--- src/rtl/fetch_queue_if.sv ---
// fetch_queue_if: handshake bundle between instruction fetch, the fetch queue and decode.
//   in_valid/in_pc/in_instr/in_ready : fetch -> queue push side
//   out_valid/out_pc/out_instr/out_ready : queue -> decode pop side
//   flush : redirect, discards all queued entries
//   count : current occupancy 0..DEPTH
// Modports: slave = the queue, master = the fetch/decode environment driving it.
interface fetch_queue_if #(
  parameter int DEPTH = 4,
  parameter int XLEN  = 32
) ();
  localparam int CW = $clog2(DEPTH) + 1;

  logic            in_valid;
  logic [XLEN-1:0] in_pc;
  logic [XLEN-1:0] in_instr;
  logic            in_ready;
  logic            out_valid;
  logic [XLEN-1:0] out_pc;
  logic [XLEN-1:0] out_instr;
  logic            out_ready;
  logic            flush;
  logic [CW-1:0]   count;

  modport slave (
    input  in_valid, in_pc, in_instr, out_ready, flush,
    output in_ready, out_valid, out_pc, out_instr, count
  );

  modport master (
    output in_valid, in_pc, in_instr, out_ready, flush,
    input  in_ready, out_valid, out_pc, out_instr, count
  );
endinterface

--- src/rtl/fetch_queue.sv ---
// fetch_queue: in-order buffer of DEPTH {pc, instr} pairs between fetch and decode.
//   clk   : rising-edge clock
//   reset : asynchronous active-high reset
//   bus   : fetch_queue_if.slave (push side, pop side, flush, count)
// All outputs are decoded from registered state only; there is no bypass from in_* to out_*.
module fetch_queue #(
  parameter int DEPTH = 4,
  parameter int XLEN  = 32
) (
  input  logic          clk,
  input  logic          reset,
  fetch_queue_if.slave  bus
);
  localparam int AW = $clog2(DEPTH);
  localparam int CW = AW + 1;

  typedef struct packed {
    logic [XLEN-1:0] pc;
    logic [XLEN-1:0] instr;
  } entry_t;

  entry_t [DEPTH-1:0] mem;
  logic   [AW-1:0]    rd_ptr, wr_ptr;
  logic   [CW-1:0]    cnt;
  logic               full, empty, push, pop;

  assign full  = (cnt == CW'(DEPTH));
  assign empty = (cnt == '0);

  // Flush wins over both handshakes so nothing in the redirect cycle survives.
  assign push = bus.in_valid & ~full & ~bus.flush;
  assign pop  = ~empty & bus.out_ready & ~bus.flush;

  assign bus.in_ready  = ~full;
  assign bus.out_valid = ~empty;
  assign bus.out_pc    = empty ? '0 : mem[rd_ptr].pc;
  assign bus.out_instr = empty ? '0 : mem[rd_ptr].instr;
  assign bus.count     = cnt;

  always_ff @(posedge clk or posedge reset) begin
    if (reset) begin
      rd_ptr <= '0;
      wr_ptr <= '0;
      cnt    <= '0;
    end else if (bus.flush) begin
      rd_ptr <= '0;
      wr_ptr <= '0;
      cnt    <= '0;
    end else begin
      if (push) wr_ptr <= wr_ptr + 1'b1;
      if (pop)  rd_ptr <= rd_ptr + 1'b1;
      case ({push, pop})
        2'b10:   cnt <= cnt + 1'b1;
        2'b01:   cnt <= cnt - 1'b1;
        default: cnt <= cnt;
      endcase
    end
  end

  // Storage needs no reset: stale slots are never visible because outputs are gated by count.
  always_ff @(posedge clk) begin
    if (push) mem[wr_ptr] <= '{pc: bus.in_pc, instr: bus.in_instr};
  end
endmodule

--- src/flat_wrapper.sv ---
// flat-port wrapper written by rule: the top's interface ports become plain ports
module fetch_queue_flat 
#(
  parameter int DEPTH = 4,
  parameter int XLEN  = 32
)
  (clk, reset, bus_in_valid, bus_in_pc, bus_in_instr, bus_out_ready, bus_flush, bus_in_ready, bus_out_valid, bus_out_pc, bus_out_instr, bus_count);
  fetch_queue_if #(.DEPTH(DEPTH), .XLEN(XLEN)) bus_i ();
  input  logic clk;
  input  logic reset;
  input wire logic [$bits(bus_i.in_valid)-1:0] bus_in_valid;
  input wire logic [$bits(bus_i.in_pc)-1:0] bus_in_pc;
  input wire logic [$bits(bus_i.in_instr)-1:0] bus_in_instr;
  input wire logic [$bits(bus_i.out_ready)-1:0] bus_out_ready;
  input wire logic [$bits(bus_i.flush)-1:0] bus_flush;
  output wire logic [$bits(bus_i.in_ready)-1:0] bus_in_ready;
  output wire logic [$bits(bus_i.out_valid)-1:0] bus_out_valid;
  output wire logic [$bits(bus_i.out_pc)-1:0] bus_out_pc;
  output wire logic [$bits(bus_i.out_instr)-1:0] bus_out_instr;
  output wire logic [$bits(bus_i.count)-1:0] bus_count;
  assign bus_i.in_valid = bus_in_valid;
  assign bus_i.in_pc = bus_in_pc;
  assign bus_i.in_instr = bus_in_instr;
  assign bus_i.out_ready = bus_out_ready;
  assign bus_i.flush = bus_flush;
  assign bus_in_ready = bus_i.in_ready;
  assign bus_out_valid = bus_i.out_valid;
  assign bus_out_pc = bus_i.out_pc;
  assign bus_out_instr = bus_i.out_instr;
  assign bus_count = bus_i.count;
  fetch_queue #(.DEPTH(DEPTH), .XLEN(XLEN)) u_core (.clk(clk), .reset(reset), .bus(bus_i));
endmodule
--- config.mk ---
export PLATFORM = sky130hd
export DESIGN_NAME = fetch_queue_flat
export DESIGN_NICKNAME = d
export VERILOG_FILES = /design/src/rtl/fetch_queue_if.sv /design/src/rtl/fetch_queue.sv /design/src/flat_wrapper.sv
export SDC_FILE = /design/constraint.sdc
export NUM_CORES = 1
export LEC_CHECK = 0
export ABC_AREA = 1
export CORE_MARGIN = 2
export CORE_UTILIZATION = 50
export CTS_CLUSTER_SIZE = 28
export DETAILED_ROUTE_END_ITERATION = 7
export PLACE_DENSITY_LB_ADDON = 0.3
export SLEW_MARGIN = 30
export SYNTH_ARGS = -nofsm -noshare
export SYNTH_HDL_FRONTEND = slang
export SYNTH_SLANG_ARGS = --single-unit
--- constraint.sdc ---
create_clock -name clk -period 9.8 [get_ports clk]
set_input_delay 2.45 -clock clk [delete_from_list [all_inputs] [get_ports clk]]
set_output_delay 2.45 -clock clk [all_outputs]
set_load 0.01 [all_outputs]
-- Yosys cells after proc, flatten, opt, wreduce, memory -nomap -nowiden
Cells that the tools add are included.
- output and inout bits: 69
- register bits: 263
- logic and storage cells: 46
- equality and inequality tests: 3
- reduce and logical (&&, ||, !) cells: 5
- muxes and demuxes: 13
- add/subtract/negate cells: 4
- order comparisons: 3
- bitwise logic cells: 7
- operator list (operator ; count):
    $bwmux W256 ; 1
    $bmux W64 S2 ; 1
    $demux W64 S2 ; 1
    $mux W64 ; 2
    $mux W32 ; 2
    $mux W2 ; 4
    $lt A2 B3 Y1 const B ; 2
    $pmux W3 S2 ; 1
    $add A2 B1 Y2 const B ; 2
    $and A1 B1 Y1 ; 4
    $reduce_bool A2 Y1 ; 2
    $add A3 B1 Y3 const B ; 1
    $eq A3 B3 Y1 const B ; 1
    $logic_not A3 Y1 ; 1
    $mux W3 ; 1
    $not A1 Y1 ; 3
    $reduce_bool A3 Y1 ; 1
    $sub A3 B1 Y3 const B ; 1
    $eq A2 B1 Y1 const B ; 1
    $eq A2 B2 Y1 const B ; 1
    $ge A2 B1 Y1 const B ; 1
    $logic_and A1 B1 Y1 ; 1

-- Longest topological paths before layout
Gate-level depths: netlist of the first run.
- word-level depth: 7
- gate-level depth with buffers: 12
- mapped depth without buffers: 12

-- Least setup slack after synthesis of the first run
No wires, ideal clock.
- path type: input to register
- start point: input port bus_in_valid
- end point: register u_core.mem[0] (netlist name) (enable)
- path slack: 3.874 ns
- stages on the path: 4
- required time: 9.314 ns
- arrival: 5.440 ns
- cell sequence: nand2_1 nor2_1 inv_1 nor2_1
- longest elaborated chain between the ends: 2
- RTL lines (element ; RTL line ; source):
    start, declared ; flat_wrapper.sv:11 ; input wire logic [$bits(bus_i.in_valid)-1:0] bus_in_valid;
    $and A1 B1 Y1 (2 in series) ; fetch_queue.sv:31 ; assign push = bus.in_valid & ~full & ~bus.flush;
    end signal, assigned by index ; fetch_queue.sv:62 ; if (push) mem[wr_ptr] <= '{pc: bus.in_pc, instr: bus.in_instr};
    end, declared ; fetch_queue.sv:22 ; entry_t [DEPTH-1:0] mem;
No other way between the ends.
A chain may end at the register's enable or synchronous reset.

-- Worst setup path in the final report of the first run
- start point: register u_core.rd_ptr[0]
- end point: output port bus_out_pc[31]
- longest elaborated chain between the ends: 3
- RTL lines (element ; RTL line ; source):
    start, declared ; fetch_queue.sv:23 ; logic [AW-1:0] rd_ptr, wr_ptr;
    start signal, assigned ; fetch_queue.sv:51 ; if (pop) rd_ptr <= rd_ptr + 1'b1;
    $bmux W64 S2 ; fetch_queue.sv:36 ; assign bus.out_pc = empty ? '0 : mem[rd_ptr].pc;
    $mux W64 (not written as such) ; fetch_queue.sv:36 ;
    $mux W32 ; fetch_queue.sv:36 ;
    end, declared ; flat_wrapper.sv:18 ; output wire logic [$bits(bus_i.out_pc)-1:0] bus_out_pc;
No other way between the ends. The select of a mux whose other input is x is not followed.

==> summary.md, run 1 <==
| Metric | Value |
|---|---|
| CP Data Required Time | around 7400 ps |
| Grt met3 use | 2.44% |
| Buffers on Ports | 137 |
| Met1 Use GR | 25.4% |
| Status | completed |
| Setup Buffers After CTS | 0 |
| CTS tree | built |
| WP data arrival | 3450 ps |
| Fmax | 170 MHz |
| GRT overflow | 0 |
| Starting Density | ~51% |
| Slew @ Worst Pin | 950 ps |
| Die Area | between 0.02 and 0.025 mm2 |
| Root buffer cell | clkbuf_16 |
| Std-Cell Rows | 52 |
| Drt pass-1 iters | 4 |
| Sequential share of power | between 40% and 50% |
| Top delay family on crit path | buffers and inverters |
| Setup crit end kind | primary output |
| Clk_lat worst skew | 520 ps |
| First-pass GRT wire length | 33,600 um |
| CTS Buffer Depth | 3 |
| Core ar. | 0.0203 mm2 |
| Crit Path Category | reg -> out |
| Clock share of power | 28.2% |
| Mux contribution to synthesized area | 0% |
| Routed wire per std cell | 17.6 um |
| CP max-delay cell | buf_4 |
| Unrepaired setup endpoints after global routing | false |
| Synth Area in XOR/XNOR | less than 1% |
| Seq/Total Area, Yosys | 76.0% |
| Max-cap check violation count | 0 |
| Largest family of logic cells by synthesized area | simple AND/OR/NAND/NOR gates |
| Slew Viols, Final | 0 |
| Sw frac | between 30% and 40% |
| Area Overhead vs Synth | 23.1% |
| Setup TNS | 0 ps |
| Vias | 6,541 |
| Synth Area in Adders | 0.677% |
| Pwr per Cell Area | 260 mW/mm2 |
| NetSw | 1.00 mW |
| Slew headroom | 36.7% |
| Share of cells above drive strength 1 | 5.69% |
| Hold_buf cts | 0 |
| Cell Chain, Critical Path | clkinv_2 -> buf_4 -> o21ai_0 -> a21oi_1 -> clkdlybuf4s50_1 |
| DRT antenna net count | 0 |
| DIE WIDTH | 148 um |
| Distinct cells, synth | 20 |
| Final nets | 1,021 |
| Initial antenna violation count | 1 |
| Post_cts resized | 0 |
| Post-DP HPWL | 11,400 um |
| GP Congestion | between 0.7 and 0.8 |
| Drt total wl | 21,800 um |
| Fin. Hold Viols | 0 |
| Max Clock Skew | 18.2 ps |
| Ports | 138 |
| Final min period | 5900 ps |
| CP Buf/Inv Count | 3 |
| Post-synthesis compound-gate area fraction | roughly 9.6% |
| # setup viols final | 0 |
| CTS sink count | between 200 and 300 |
| Type of origin of the critical path | register |
| Worst-path fanout max | 85 |
| Leak pwr | 4.30 nW |
| Drc violations | 0 |
| Synth Area in Simple Gates | 10.5% |
| H-tree depth | 1 |
| Vias in the first global route | around 6,500 |
| Final worst path period share | 60.2% |
| Synthesized Nets | 894 |
| Yosys reg bits | 263 |
| Total CTS buffers | 26 |
| Largest net degree at the start of global routing | 97 |
| Post-DR vias/cell | 5.28 |
| Avg Cell Area, Syn | approximately 13 um2 |
| CP peak stage delay | between 600 and 700 ps |
| Die height | 148 um |
| Post-Syn Instances | 820 |
| Hold crit path type | reg -> reg |
| Worst-path clk slew | 60 ps |
| Worst VDD drop | between 0.0002 and 0.00025 V |
| Synth warn | 0 |
| Pwr Total | between 3 and 4 mW |
| DRT iter0 DRCs | 495 |
| Global router's overall resource usage | 19.6% |
| GR Util met2 | 34.7% |
| Int Pwr | 2.30 mW |
| Post-Syn Area | 0.0103 mm2 |
| GRT Max-Usage Layer | met2 |
| Logic pwr share | 31.2% |
## worst register-to-register path, delay by kind of cell (launching register included)
family | cells | cell delay [ps]
buffers and inverters | 2 | 920
and+or+nand+nor | 5 | 570
DFF | 1 | 430
## state kept, by name, summed over array words and instances, names as in the netlist
name,flops
u_core.wr_ptr,2
u_core.mem,256
u_core.bus.count,3
u_core.rd_ptr,2
## power by group through the flow
stage          Clock, mW  Sequential, mW  Combinational, mW
2_1_floorplan          0            1.35              0.547
5_1_grt            0.995            1.35               1.13
3_3_place_gp           0            1.36               1.03
6_report           0.933            1.34               1.03
4_1_cts            0.947            1.34               1.05
3_5_place_dp           0            1.36               1.04
## kinds of logic after synthesis
logic type / Yosys count
buffers and inverters: 63
AND/OR/NAND/NOR: 289
adder cells (fa/ha/maj): 5
AO/OA/AOI/OAI: 199
flip-flops: 263
XOR/XNOR: 1
## cell type report
cell class	instances	area (um2)
fillers	1566	7560
well taps	270	338
repair buffers	147	1470
diodes	1	2.50
flip-flops and latches	263	7870
clock inverters	8	65.1
inverters	15	57.6
multi-input cells	494	2200
clock buffers	40	744
## path summary, 6_finish.rpt
check / start / end / slack, ps / cells past startpoint
worst max-delay path: u_core.rd_ptr[0]$_DFFE_PP0P_ / bus_out_pc[31] / 3900 / 5
min in group asynchronous: reset / u_core.bus.count[1]$_DFFE_PP0P_ / 2170 / 2
worst min register to register: u_core.bus.count[1]$_DFFE_PP0P_ / u_core.bus.count[1]$_DFFE_PP0P_ / 560 / 2
worst min-delay path: u_core.bus.count[1]$_DFFE_PP0P_ / u_core.bus.count[1]$_DFFE_PP0P_ / 560 / 2
max in group asynchronous: reset / u_core.rd_ptr[0]$_DFFE_PP0P_ / 7380 / 2
worst max register to register: u_core.bus.count[0]$_DFFE_PP0P_ / u_core.mem[163]$_DFFE_PP_ / 7440 / 7
## layer usage
layer  share of wire [%]  vias up
met4                 2.7        0
met2                  50      171
met1                  43     3176
met3                 4.2       39
li1                    -     3155
met5                   0        -
## cells in the final DEF, fill, tap and decap left out, drive strengths merged
master	Yosys	routed
o21ai	132	132
clkbuf	11	40
ha	4	4
nand3	2	2
a21oi	66	66
nand2	23	23
dfrtp	7	7
edfxtp	256	256
buf	37	10
clkdlybuf4s50	0	137
xnor2	1	1
clkinvlp	0	1
nor2	264	264
inv	15	14
fa	1	1
bufinv	0	1
clkinv	0	7
diode	0	1
a21boi	1	1
## synthesized netlist by cell type, drive strengths merged
cell type  count  area share (%)
fa             1            0.19
xnor2          1           0.085
a21boi         1           0.073
buf           37             2.2
o21ai        132             6.4
dfrtp          7             1.7
nor2         264             9.6
nand2         23            0.83
a21oi         66             3.2
edfxtp       256              74
clkbuf        11            0.40
inv           15            0.54
nand3          2           0.097
ha             4            0.48
## per-stage QoR
step / cells / setup slack [ps] / hold slack [ps] / util (%) / cell area [um2]
after floorplan: 820 / 3870 / 575 / - / 10300
after global routing: 1238 / 3640 / 620 / 62.8 / 12700
final: 1238 / 3900 / 563 / 62.8 / 12700
after global placement: 1188 / 4520 / 554 / 58.6 / 11900
after detailed placement: 1188 / 4440 / 552 / 58.6 / 11900
after CTS: 1236 / 3860 / 565 / 62.6 / 12700
No activity file was read; power rests on OpenSTA's default activity.
==> run 2, diff against run 1 <==
- CORE_UTILIZATION: 50 -> 49
- clock period: 9.8 -> 5.25 ns (I/O delays scaled with it)
==> run 2 against run 1 <==
Effect of this change:
- setup slack lost 3000 ps
- critical path type unchanged
- worst hold slack improved by 13 ps
- sequential share of layout area is 0.54 points lower
- utilization shrank 1.2 points
- count of clock-buffer cells in the layout is 9 lower
- highest routed layer unchanged
- sequential power up 87%
==> summary.md, run 2 (synthesized netlist as in run 1, its figures left out) <==
| Metric | Value |
|---|---|
| Post_cts resized | 0 (unchanged) |
| Fin. Hold Viols | 0 (unchanged) |
| Area Overhead vs Synth | 24.2% |
| WHS Endpoint | u_core.bus.count[1]$_DFFE_PP0P_ |
| Worst-path clk slew | 60 ps (about the same) |
| # setup viols final | 0 (unchanged) |
| CTS sink count | 263 (unchanged) |
| Most common cell after layout, fill and taps aside | nor2_1 |
| Most frequent cells in the layout | nor2_1 (259), edfxtp_1 (256), clkdlybuf4s50_1 (137), o21ai_0 (128), a21oi_1 (66) |
| Total CTS buffers | 27 (+3.8%) |
| Ports | 138 (unchanged) |
| Hold_ws | 577 ps (+13.2 ps) |
| Post-DP HPWL | 12,200 um (+6.3%) |
| Hold Crit Start | u_core.bus.count[1]$_DFFE_PP0P_ |
| Hold crit path type | reg -> reg |
| Core ar. | 0.0209 mm2 (+2.9%) |
| Drc violations | 0 (unchanged) |
| Unrepaired setup endpoints after global routing | false |
| Die Area | 0.0223 mm2 (+2.0%) |
| First-pass GRT wire length | 33,700 um (+0.21%) |
| Hold_buf cts | 0 (unchanged) |
| Slew Viols, Final | 0 (unchanged) |
| Ant diodes | 0 (-1) |
| Slew headroom | 43.0% (+6.4 points) |
| RR Endpoint | u_core.mem[196]$_DFFE_PP_ |
| Max Clock Skew | 21.1 ps (+2.88 ps) |
| CTS Buffer Depth | 3 (unchanged) |
| H-tree depth | 1 (unchanged) |
| Drt pass-1 iters | 4 (unchanged) |
| Share of cells above drive strength 1 | 6.38% (+0.69 points) |
| Pwr per Cell Area | 491 mW/mm2 (+89%) |
| Drt total wl | 22,100 um (+1.5%) |
| Pwr Total | 6.31 mW (+91%) |
| R2R cell count | 7 (unchanged) |
| Type of origin of the critical path | register |
| Met3 wire length | 1140 um (+25%) |
| Hold Crit Depth | 2 (unchanged) |
| Final nets | 1,025 (+0.39%) |
| CP Data Required Time | 3940 ps (-3410 ps) |
| Worst VDD drop | 0.000392 V (+95%) |
| Post-route cell area | 0.0129 mm2 (+0.88%) |
| Setup crit end kind | primary output |
| Total length of routed met2 wires | 10,900 um (+0.39%) |
| WP data arrival | 3080 ps (-370 ps) |
| Critical R2R Launch | u_core.bus.count[0]$_DFFE_PP0P_ |
| Top layer in use | met4 |
| Post-DR vias/cell | 5.28 (about the same) |
| DIE WIDTH | 149 um (+0.99%) |
| Slew @ Worst Pin | 854 ps (-95.7 ps) |
| DRT iter0 DRCs | 493 (-0.40%) |
| Leak pwr | 4.36 nW (+1.4%) |
| Die height | 149 um (+0.99%) |
| GRT overflow | 0 (unchanged) |
| GP Congestion | 0.810 (+5.4%) |
| Buffers on Ports | 137 (unchanged) |
| Met1 Wirelength | 9340 um (-0.56%) |
| Max-cap check violation count | 0 (unchanged) |
| Largest register by flop count | u_core.mem |
| Initial antenna violation count | 1 (unchanged) |
| Starting Density | 49.5% (-1.4 points) |
| Clk_lat worst skew | 530 ps (about the same) |
| Vias | 6,590 (+0.75%) |
| Setup Buffers After CTS | 0 (unchanged) |
| Largest register FFs | 256 (unchanged) |
| Largest net degree at the start of global routing | 87 (-10%) |
| Post-layout util | 61.5% (-1.2 points) |
| CTS tree | built |
| Worst-path fanout max | 50 (-41%) |
| Final min period | 4400 ps |
| FF-to-FF setup slack | 2660 ps (-4780 ps) |
| Post-place instance area | 0.0120 mm2 (+0.75%) |
| Crit Path Category | reg -> out |
| Global router's overall resource usage | 19.7% (+0.046 points) |
| Vias in the first global route | 6,275 (-3.1%) |
| Fmax | 228 MHz |
| DRT antenna net count | 0 (unchanged) |
| Root buffer cell | clkbuf_16 |
| Std-Cell Rows | 53 (+1.9%) |
| Status | completed |
| Routed wire per std cell | 17.7 um (+0.82%) |
| Setup TNS | 0 ps (unchanged) |
| Final worst path period share | 83.7% |
[run 2: worst max-delay path, stage by stage, from the launching register on]
cell	delay, ps
dfrtp_4	770
clkinv_2	380
buf_4	380
o21ai_0	390
a21oi_1	110
clkdlybuf4s50_1	490
[run 2: per-layer routing]
metal / global-route usage [%] / up-vias
met5: 0 / -
met4: 7.62 / 0
met3: 2.60 / 52
met2: 33.5 / 213
met1: 26.0 / 3172
li1: - / 3153
[run 2: how the worst max path moves through the flow]
stage | end | startpoint | cells past startpoint
2_1_floorplan | u_core.mem[0]$_DFFE_PP_ | bus_in_valid | 4
3_3_place_gp | bus_out_pc[31] | u_core.rd_ptr[0]$_DFFE_PP0P_ | 5
3_5_place_dp | bus_out_pc[31] | u_core.rd_ptr[0]$_DFFE_PP0P_ | 5
4_1_cts | bus_out_pc[31] | u_core.rd_ptr[0]$_DFFE_PP0P_ | 5
5_1_grt | bus_out_pc[20] | u_core.rd_ptr[0]$_DFFE_PP0P_ | 5
6_report | bus_out_pc[31] | u_core.rd_ptr[0]$_DFFE_PP0P_ | 5
[run 2: cell type report]
class / count / area (um2)
Multi-Input combinational cell: 494 / 2200
Inverter: 15 / 60.1
Timing Repair Buffer: 150 / 1520
Sequential cell: 263 / 7870
Clock inverter: 19 / 173
Fill cell: 1619 / 8040
Tap cell: 275 / 344
Clock buffer: 31 / 691
[run 2: report_power, final]
part           leakage [nW]  switching, mW  total (mW)  internal [mW]
logic                  1.52           1.08        1.95          0.867
clock network         0.427          0.759        1.85           1.09
registers              2.41         0.0759        2.51           2.44
[run 2: stage by stage]
step           instances  worst slack (ps)
6_report            1247               855
5_1_grt             1247               728
3_5_place_dp        1197              1420
2_1_floorplan        820               462
4_1_cts             1247               864
3_3_place_gp        1197              1470
